### src/rtl/adder_pkg.sv
// Shared definitions for the adder/subtractor datapath:
// FSM state encoding and a constant-width helper.
package adder_pkg;

  typedef enum logic [1:0] {
    IDLE = 2'd0,
    RUN  = 2'd1,
    DONE = 2'd2
  } state_t;

  function automatic int clog2(input int v);
    int r;
    r = 0;
    while ((1 << r) < v) r++;
    return r;
  endfunction

endpackage

### src/rtl/full_subtractor.sv
// One-bit full subtractor: diff = a - b - borrow_in.
// The borrow leaves toward the next more significant bit.
module full_subtractor (
  input  logic i_bit1,
  input  logic i_bit2,
  input  logic i_borrow,
  output logic o_diff,
  output logic o_borrow
);

  assign o_diff   = i_bit1 ^ i_bit2 ^ i_borrow;
  assign o_borrow = (~i_bit1 & i_bit2)
                  | (~(i_bit1 ^ i_bit2) & i_borrow);

endmodule

### src/rtl/ripple_borrow_subtractor_seq.sv
// Multi-cycle unsigned subtractor: one CHUNK-bit borrow-ripple
// slice per cycle, result {borrow, A-B} behind valid/ready.
module ripple_borrow_subtractor_seq
  import adder_pkg::*;
#(
  parameter int WIDTH = 50,
  parameter int CHUNK = 10
) (
  input  logic             i_clk,
  input  logic             i_rst,
  input  logic             i_valid,
  output logic             o_ready,
  input  logic [WIDTH-1:0] i_sub_term1,
  input  logic [WIDTH-1:0] i_sub_term2,
  output logic             o_valid,
  input  logic             i_ready,
  output logic [WIDTH:0]   o_result
);

  localparam int NCHUNK = (WIDTH + CHUNK - 1) / CHUNK;
  localparam int PW     = NCHUNK * CHUNK;
  localparam int CW     = (NCHUNK > 1) ? clog2(NCHUNK) : 1;

  state_t          state_q;
  logic [PW-1:0]   a_q;
  logic [PW-1:0]   b_q;
  logic [PW-1:0]   diff_q;
  logic [PW-1:0]   diff_d;
  logic            borrow_q;
  logic [CW-1:0]   cnt_q;

  logic [CHUNK-1:0] sl_a;
  logic [CHUNK-1:0] sl_b;
  logic [CHUNK-1:0] sl_diff;
  logic [CHUNK:0]   bw;
  logic             last;

  assign sl_a  = a_q[int'(cnt_q)*CHUNK +: CHUNK];
  assign sl_b  = b_q[int'(cnt_q)*CHUNK +: CHUNK];
  assign bw[0] = borrow_q;
  assign last  = (cnt_q == CW'(NCHUNK - 1));

  for (genvar i = 0; i < CHUNK; i++) begin : g_fs
    full_subtractor u_fs (
      .i_bit1   (sl_a[i]),
      .i_bit2   (sl_b[i]),
      .i_borrow (bw[i]),
      .o_diff   (sl_diff[i]),
      .o_borrow (bw[i+1])
    );
  end

  always_comb begin
    diff_d = diff_q;
    diff_d[int'(cnt_q)*CHUNK +: CHUNK] = sl_diff;
  end

  // Padding bits are 0-0, so the last slice borrow is the true borrow.
  always_ff @(posedge i_clk or posedge i_rst) begin
    if (i_rst) begin
      state_q  <= IDLE;
      a_q      <= '0;
      b_q      <= '0;
      diff_q   <= '0;
      borrow_q <= 1'b0;
      cnt_q    <= '0;
      o_ready  <= 1'b1;
      o_valid  <= 1'b0;
      o_result <= '0;
    end else begin
      unique case (state_q)
        IDLE: begin
          if (i_valid) begin
            a_q      <= PW'(i_sub_term1);
            b_q      <= PW'(i_sub_term2);
            diff_q   <= '0;
            borrow_q <= 1'b0;
            cnt_q    <= '0;
            o_ready  <= 1'b0;
            state_q  <= RUN;
          end
        end
        RUN: begin
          diff_q   <= diff_d;
          borrow_q <= bw[CHUNK];
          cnt_q    <= cnt_q + CW'(1);
          if (last) begin
            o_valid  <= 1'b1;
            o_result <= {bw[CHUNK], diff_d[WIDTH-1:0]};
            state_q  <= DONE;
          end
        end
        DONE: begin
          if (i_ready) begin
            o_valid <= 1'b0;
            o_ready <= 1'b1;
            state_q <= IDLE;
          end
        end
        default: state_q <= IDLE;
      endcase
    end
  end

endmodule

### config.mk
export PLATFORM = sky130hd
export DESIGN_NAME = ripple_borrow_subtractor_seq
export DESIGN_NICKNAME = d
export VERILOG_FILES = /design/src/rtl/adder_pkg.sv /design/src/rtl/full_subtractor.sv /design/src/rtl/ripple_borrow_subtractor_seq.sv
export SDC_FILE = /design/constraint.sdc
export NUM_CORES = 1
export LEC_CHECK = 0
export BUFFER_PORTS_ARGS = -buffer_cell sky130_fd_sc_hd__buf_2
export CAP_MARGIN = 20
export CORE_MARGIN = 2
export CORE_UTILIZATION = 50
export DETAILED_ROUTE_END_ITERATION = 6
export PLACE_DENSITY = 0.74
export SETUP_SLACK_MARGIN = 0.1
export SYNTH_ARGS = -nofsm -noshare
export SYNTH_HDL_FRONTEND = slang
export SYNTH_SLANG_ARGS = --single-unit
### constraint.sdc
create_clock -name i_clk -period 7 [get_ports i_clk]
set_input_delay 0.7 -clock i_clk [delete_from_list [all_inputs] [get_ports i_clk]]
set_output_delay 0.7 -clock i_clk [all_outputs]
set_load 0.005 [all_outputs]
After elaboration in Yosys (flattened, before gate mapping). Cells that the tools add are included.

Flip-flop bits (word level): 209. Logic and storage cells: 118.

Muxes and demuxes: 16. Bitwise logic cells: 70. Multiply operators: 1. Add/sub/neg operators: 2. Equality and inequality tests: 6. Shift operators: 4. Reduce and logical (&&, ||, !) cells: 10.

Operators by type and width (count): case mux 50 bit (2 select lines) (1); variable part select 50 x 32 -> 10 bit (2); bitwise mux 50 bit (1); 2-to-1 mux 50 bit (1); variable shift 10 x 33 -> 50 bit (first input constant) (1); variable part select 10 x 33 -> 50 bit (1); negator 7 -> 33 bit (1); AND 1 bit (20); inverter 1 bit (20); bitwise XOR 1 bit (20); bitwise OR 1 bit (10); AND reduction 3 bit (3); multiplier 3 x 3 -> 6 bit (second input constant) (1); 2-to-1 mux 2 bit (3); != test 2 bit (second input constant) (3); case mux 1 bit (2 select lines) (3); case mux 2 bit (3 select lines) (1); case mux 3 bit (2 select lines) (1); AND reduction 2 bit (3); nonzero test 2 bit (3); 2-to-1 mux 1 bit (4); adder 3 x 1 -> 3 bit (second input constant) (1); equality test 3 bit (second input constant) (1); 2-to-1 mux 3 bit (1); 3 further kinds (3).

Longest topological paths before layout.
Word-level depth: 26. Gate-level depth with buffers: 26.

Hierarchy. A second synthesis with hierarchy kept.

Cell total of the unflattened synthesis: 1255. Area total of the unflattened synthesis: 11076.9 sq um.

By module, submodules not included: ripple_borrow_subtractor_seq (cells each 1215, times used 1, area each 10764.1 sq um, seq. area each 5231.3 sq um); full_subtractor (cells each 4, times used 10, area each 31.3 sq um, seq. area each 0.0 sq um).

Least setup slack after synthesis. No wires, ideal clock.

Path kind: register -> register. Start point: reg cnt_q[0]. End point: reg o_result[45]. Arrival: 6694 ps. Cell stages (with the launch flop): 27. Library setup time: 83 ps. Setup slack: 224 ps. Clock period less this slack: 6776 ps. Cell sequence: dfrtp_1 -> buf_2 -> buf_2 -> buf_4 -> buf_2 -> buf_2 -> buf_2 -> mux2i_1 -> nor2_1 -> a21oi_1 -> fa_1 -> inv_1 -> fa_1 -> fa_1 -> fa_1 -> fa_1 -> fa_1 -> fa_1 -> fa_1 -> fa_1 -> fa_1 -> mux2i_1 -> o2bb2ai_1 -> a21oi_1 -> nor3_1 -> mux2i_1 -> o21ai_0.

Cells in the longest elaborated chain, start to end: 25.

Ends and longest elaborated chain: start: declaration (line ripple_borrow_subtractor_seq.sv:30) `logic [CW-1:0] cnt_q;`; start signal: assignment (line ripple_borrow_subtractor_seq.sv:86) `cnt_q <= cnt_q + CW'(1);`; multiplier 3 x 3 -> 6 bit (line ripple_borrow_subtractor_seq.sv:38, ripple_borrow_subtractor_seq.sv:39, ripple_borrow_subtractor_seq.sv:55); variable part select 50 x 32 -> 10 bit, on equally long branches (line ripple_borrow_subtractor_seq.sv:38, ripple_borrow_subtractor_seq.sv:39); bitwise XOR 1 bit (line full_subtractor.sv:11, full_subtractor.sv:13); inverter 1 bit (line full_subtractor.sv:13) `| (~(i_bit1 ^ i_bit2) & i_borrow);`; AND 1 bit (line full_subtractor.sv:13); bitwise OR 1 bit (line full_subtractor.sv:13); AND 1 bit (line full_subtractor.sv:13); bitwise OR 1 bit (line full_subtractor.sv:13); [9 not listed]; bitwise OR 1 bit (line full_subtractor.sv:13); AND 1 bit (line full_subtractor.sv:13); bitwise OR 1 bit (line full_subtractor.sv:13); AND 1 bit (line full_subtractor.sv:13); bitwise OR 1 bit (line full_subtractor.sv:13); bitwise XOR 1 bit (line full_subtractor.sv:11) `assign o_diff = i_bit1 ^ i_bit2 ^ i_borrow;`; variable part select 10 x 33 -> 50 bit (line ripple_borrow_subtractor_seq.sv:55) `diff_d[int'(cnt_q)*CHUNK +: CHUNK] = sl_diff;`; bitwise mux 50 bit (line ripple_borrow_subtractor_seq.sv:55); end signal: assignment (line ripple_borrow_subtractor_seq.sv:89) `o_result <= {bw[CHUNK], diff_d[WIDTH-1:0]};`; end: declaration (line ripple_borrow_subtractor_seq.sv:17) `output logic [WIDTH:0] o_result`.

Parallel ways exist; a longest one is shown, timed or not. A chain may end at the register's enable or synchronous reset.

Worst setup path after layout.
Start point: reg cnt_q[2]. End point: reg diff_q[45].

Cells in the longest elaborated chain, start to end: 26.

Ends and longest elaborated chain: multiplier 3 x 3 -> 6 bit (*) (line ripple_borrow_subtractor_seq.sv:38, ripple_borrow_subtractor_seq.sv:39, ripple_borrow_subtractor_seq.sv:55); variable part select 50 x 32 -> 10 bit, on equally long branches (line ripple_borrow_subtractor_seq.sv:38, ripple_borrow_subtractor_seq.sv:39); bitwise XOR 1 bit (line full_subtractor.sv:11, full_subtractor.sv:13); inverter 1 bit (line full_subtractor.sv:13); AND 1 bit (line full_subtractor.sv:13); bitwise OR 1 bit (line full_subtractor.sv:13); AND 1 bit (line full_subtractor.sv:13); bitwise OR 1 bit (line full_subtractor.sv:13); [10 not listed]; AND 1 bit (line full_subtractor.sv:13); bitwise OR 1 bit (line full_subtractor.sv:13); AND 1 bit (line full_subtractor.sv:13); bitwise OR 1 bit (line full_subtractor.sv:13); bitwise XOR 1 bit (line full_subtractor.sv:11); variable part select 10 x 33 -> 50 bit (line ripple_borrow_subtractor_seq.sv:55); bitwise mux 50 bit (*) (line ripple_borrow_subtractor_seq.sv:55); case mux 50 bit (2 select lines) (*) (line ripple_borrow_subtractor_seq.sv:71) `unique case (state_q)`; end signal: assignment (line ripple_borrow_subtractor_seq.sv:84) `diff_q <= diff_d;`; end: declaration (line ripple_borrow_subtractor_seq.sv:27) `logic [PW-1:0] diff_q;`.

Mark *: on every way between the ends. The rest lies on a longest branch, timed or not.

==> impl_metrics.ini <==
[status]
outcome = finished, final reports clean

[logic_synthesis]
synth_ff_type = dfrtp_1
synth-simple-area-share_pct = 22.45
yosysWarnings = 0
synthAdderAreaFrac_pct = 2.888
syn_nets = 1418
syn_inst = 1294
ys_seq_area_share_pct = 46.45
synth_mux_area_share_pct = 8.187
syn-mean-instance-area_sq_um = 8.704
synth_compound_area_share_pct = 14.96
synth_edf_count = 0
synth_top_family_by_area = simple AND/OR/NAND/NOR gates
synthDistinctLibCells = 82
ys_async_sr_fraction_pct = 100.0
synth_xor_area_share_pct = 0.8554
ys_seq_elements = 209
synth_area_sq_mm = 0.01126

[worst_setup_path]
slowest_delay_ns = 0.64
arrival_ns = 6.99
crit_required_ns = 7.42
worstPathCellList = inv_1, nand2_1, buf_4, o22ai_1, fa_1, inv_1, fa_1, fa_1, fa_1, fa_1, fa_1, fa_1, fa_1, fa_1, fa_1, mux2i_1, o2bb2ai_1, a21oi_1, nor3_1, mux2i_1, o21ai_0
path_buf_inv = 3
start_kind = flip-flop
end_kind = flip-flop
critical_path.top_delay_family = adder cells
worstSetupPathType = reg -> reg
reg2reg_slack_ns = 0.44
cp_common_cell = fa_1
cp_max_fo = 11
critPathSlowestCell = fa_1

[global_routing]
grt_max_degree = 155
grt_pass1_wl_microns = 49570
antenna_found_initial = 0
overflow = 0
gr-usage-all-layers_pct = 25.81
grt_pass1_vias = 9419

[place]
placed_cell_area_sq_mm = 0.01220
post-dp-hpwl_microns = 21370
gp_congestion = 1.027
io_buffers = 156

[layout]
final.fill_count = 1963
area_growth_pct = 14.56
final_area_sq_mm = 0.01290
n_antenna_cell = 0
layout_common_cells = 401 x nand2_1, 206 x dfrtp_1, 156 x buf_2
multi_input_area_sq_mm = 0.005583
num-nets-final = 1532
seq_area_sq_mm = 0.005236
final_common_cell = nand2_1
drive_gt1_share_pct = 17.69

[floorplanning]
rows = 54
die_h_microns = 154.1
initial_core_util_pct = 51.29
ios = 157
dieArea_sq_mm = 0.02374
dieWidth_microns = 154.1
core_area_sq_mm = 0.02196

[timing]
worst-slew-pin-transition_ns = 0.9341
period_share_pct = 93.76
fin_crit_ns = 6.563
setup_viol_count_final = 0
clock.fmax_mhz = 152.4
rsz0062_at_grt = no
setup_tns_ns = 0
slew_headroom_pct = 35.95
drv_slew = 0
hold_viol = 0
skew_ns = 0.01513

[cts]
clk_pin_slew_ns = 0.06
clkSinkCount = 209
cts-resized-gates = 0
cts_tree = done
cts_setup_buffers = 0
htree_levels = 1
postCtsHoldBufs = 0
worstSkewPairLatency_ns = 0.52
cts_buffer_depth = 3
root_buffer = clkbuf_16
cts_buffers = 22

[routing]
drt_iter0_drc = 676
antenna_left = 0
vias_per_cell = 5.690
wl_microns = 30510
firstDrtPassIters = 5
drcViolationCount = 0
post_drt_wl_per_cell_microns = 17.96
vias = 9668

[worst_hold_path]
hold_class = in -> async

[flow_run]
cap_violations = 0
[stage by stage]
stage | hold slack [ns] | worst slack, ns | utilization, % | instances
after global placement | 0.4565 | 0.7052 | 55.55 | 1663
after floorplan | 0.4450 | 0.2237 | - | 1294
final | 0.1639 | 0.4369 | 58.76 | 1699
after CTS | 0.3546 | 0.5299 | 58.64 | 1698
after detailed placement | 0.4618 | 0.5435 | 55.55 | 1663
after global routing | 0.1825 | 0.1333 | 58.76 | 1699
[worst paths after layout]
kind / from / to / cells past startpoint
setup / recovery: cnt_q[2] / diff_q[45] / 21
hold / removal: i_rst / diff_q[38] / 2
setup reg to reg: cnt_q[2] / diff_q[45] / 21
hold reg to reg: o_result[9] / o_result[9] / 2
max in group asynchronous: i_rst / o_result[9] / 3
min in group i_clk: i_sub_term2[20] / b_q[20] / 3
[kinds of logic after synthesis]
logic type                 count (synthesis)
buffers and inverters                    111
adders and majority gates                 20
and+or+nand+nor                          587
DFF                                      209
muxes                                     90
xor gates and xnor gates                   8
AOI/OAI and AO/OA                        269
[sequential cells by signal, summed over array words and instances, names as in the netlist]
name      count
borrow_q      1
a_q          50
diff_q       50
cnt_q         3
o_valid       1
o_ready       1
state_q       2
o_result     51
b_q          50
[synth_stat cells, types with 3 or more instances]
cell type | count | share of area (%)
o21a_1 | 4 | 0.27
mux2_2 | 6 | 0.60
nor2b_1 | 5 | 0.28
a21o_1 | 7 | 0.47
a31oi_1 | 12 | 0.67
nor4_1 | 3 | 0.17
fa_1 | 10 | 1.8
o22ai_1 | 29 | 1.6
buf_4 | 8 | 0.53
nand4_1 | 7 | 0.39
a32o_1 | 5 | 0.44
ha_1 | 10 | 1.1
mux2i_1 | 82 | 7.3
or3_1 | 11 | 0.61
o21ai_2 | 3 | 0.23
xor2_1 | 3 | 0.23
o21ai_1 | 11 | 0.49
a21oi_1 | 51 | 2.3
or2_2 | 5 | 0.28
inv_1 | 22 | 0.73
buf_2 | 16 | 0.71
o32ai_1 | 9 | 0.70
nand2_1 | 401 | 13
nand3_1 | 58 | 2.6
o2bb2ai_1 | 3 | 0.23
nor2_1 | 55 | 1.8
o21ai_0 | 96 | 4.3
dfrtp_1 | 208 | 46
xnor2_1 | 3 | 0.23
nand2b_1 | 6 | 0.33
a21boi_0 | 5 | 0.33
a211oi_1 | 6 | 0.40
o22ai_2 | 3 | 0.33
clkbuf_1 | 60 | 2.0
nor3_1 | 12 | 0.53
[cell type report]
class / instances / share of cell area, %
clock buffer: 33 / 4.897
clock inverter: 2 / 0.3588
inverter: 24 / 0.7563
multi-input combinational: 974 / 43.27
sequential: 209 / 40.58
tap: 280 / 2.715
timing repair buffer: 177 / 7.428
[routing by layer]
metal / GRT usage [%] / part of all wire (%) / up-vias
li1: - / - / 4672
met1: 35.78 / 44 / 4609
met2: 42.60 / 48 / 327
met3: 3.129 / 5.2 / 60
met4: 8.189 / 3.2 / 0
met5: 0 / 0 / -
Power is left out: the tool's default activity adds up to more than one toggle a clock period on the data nets, which glitch-free logic cannot reach.
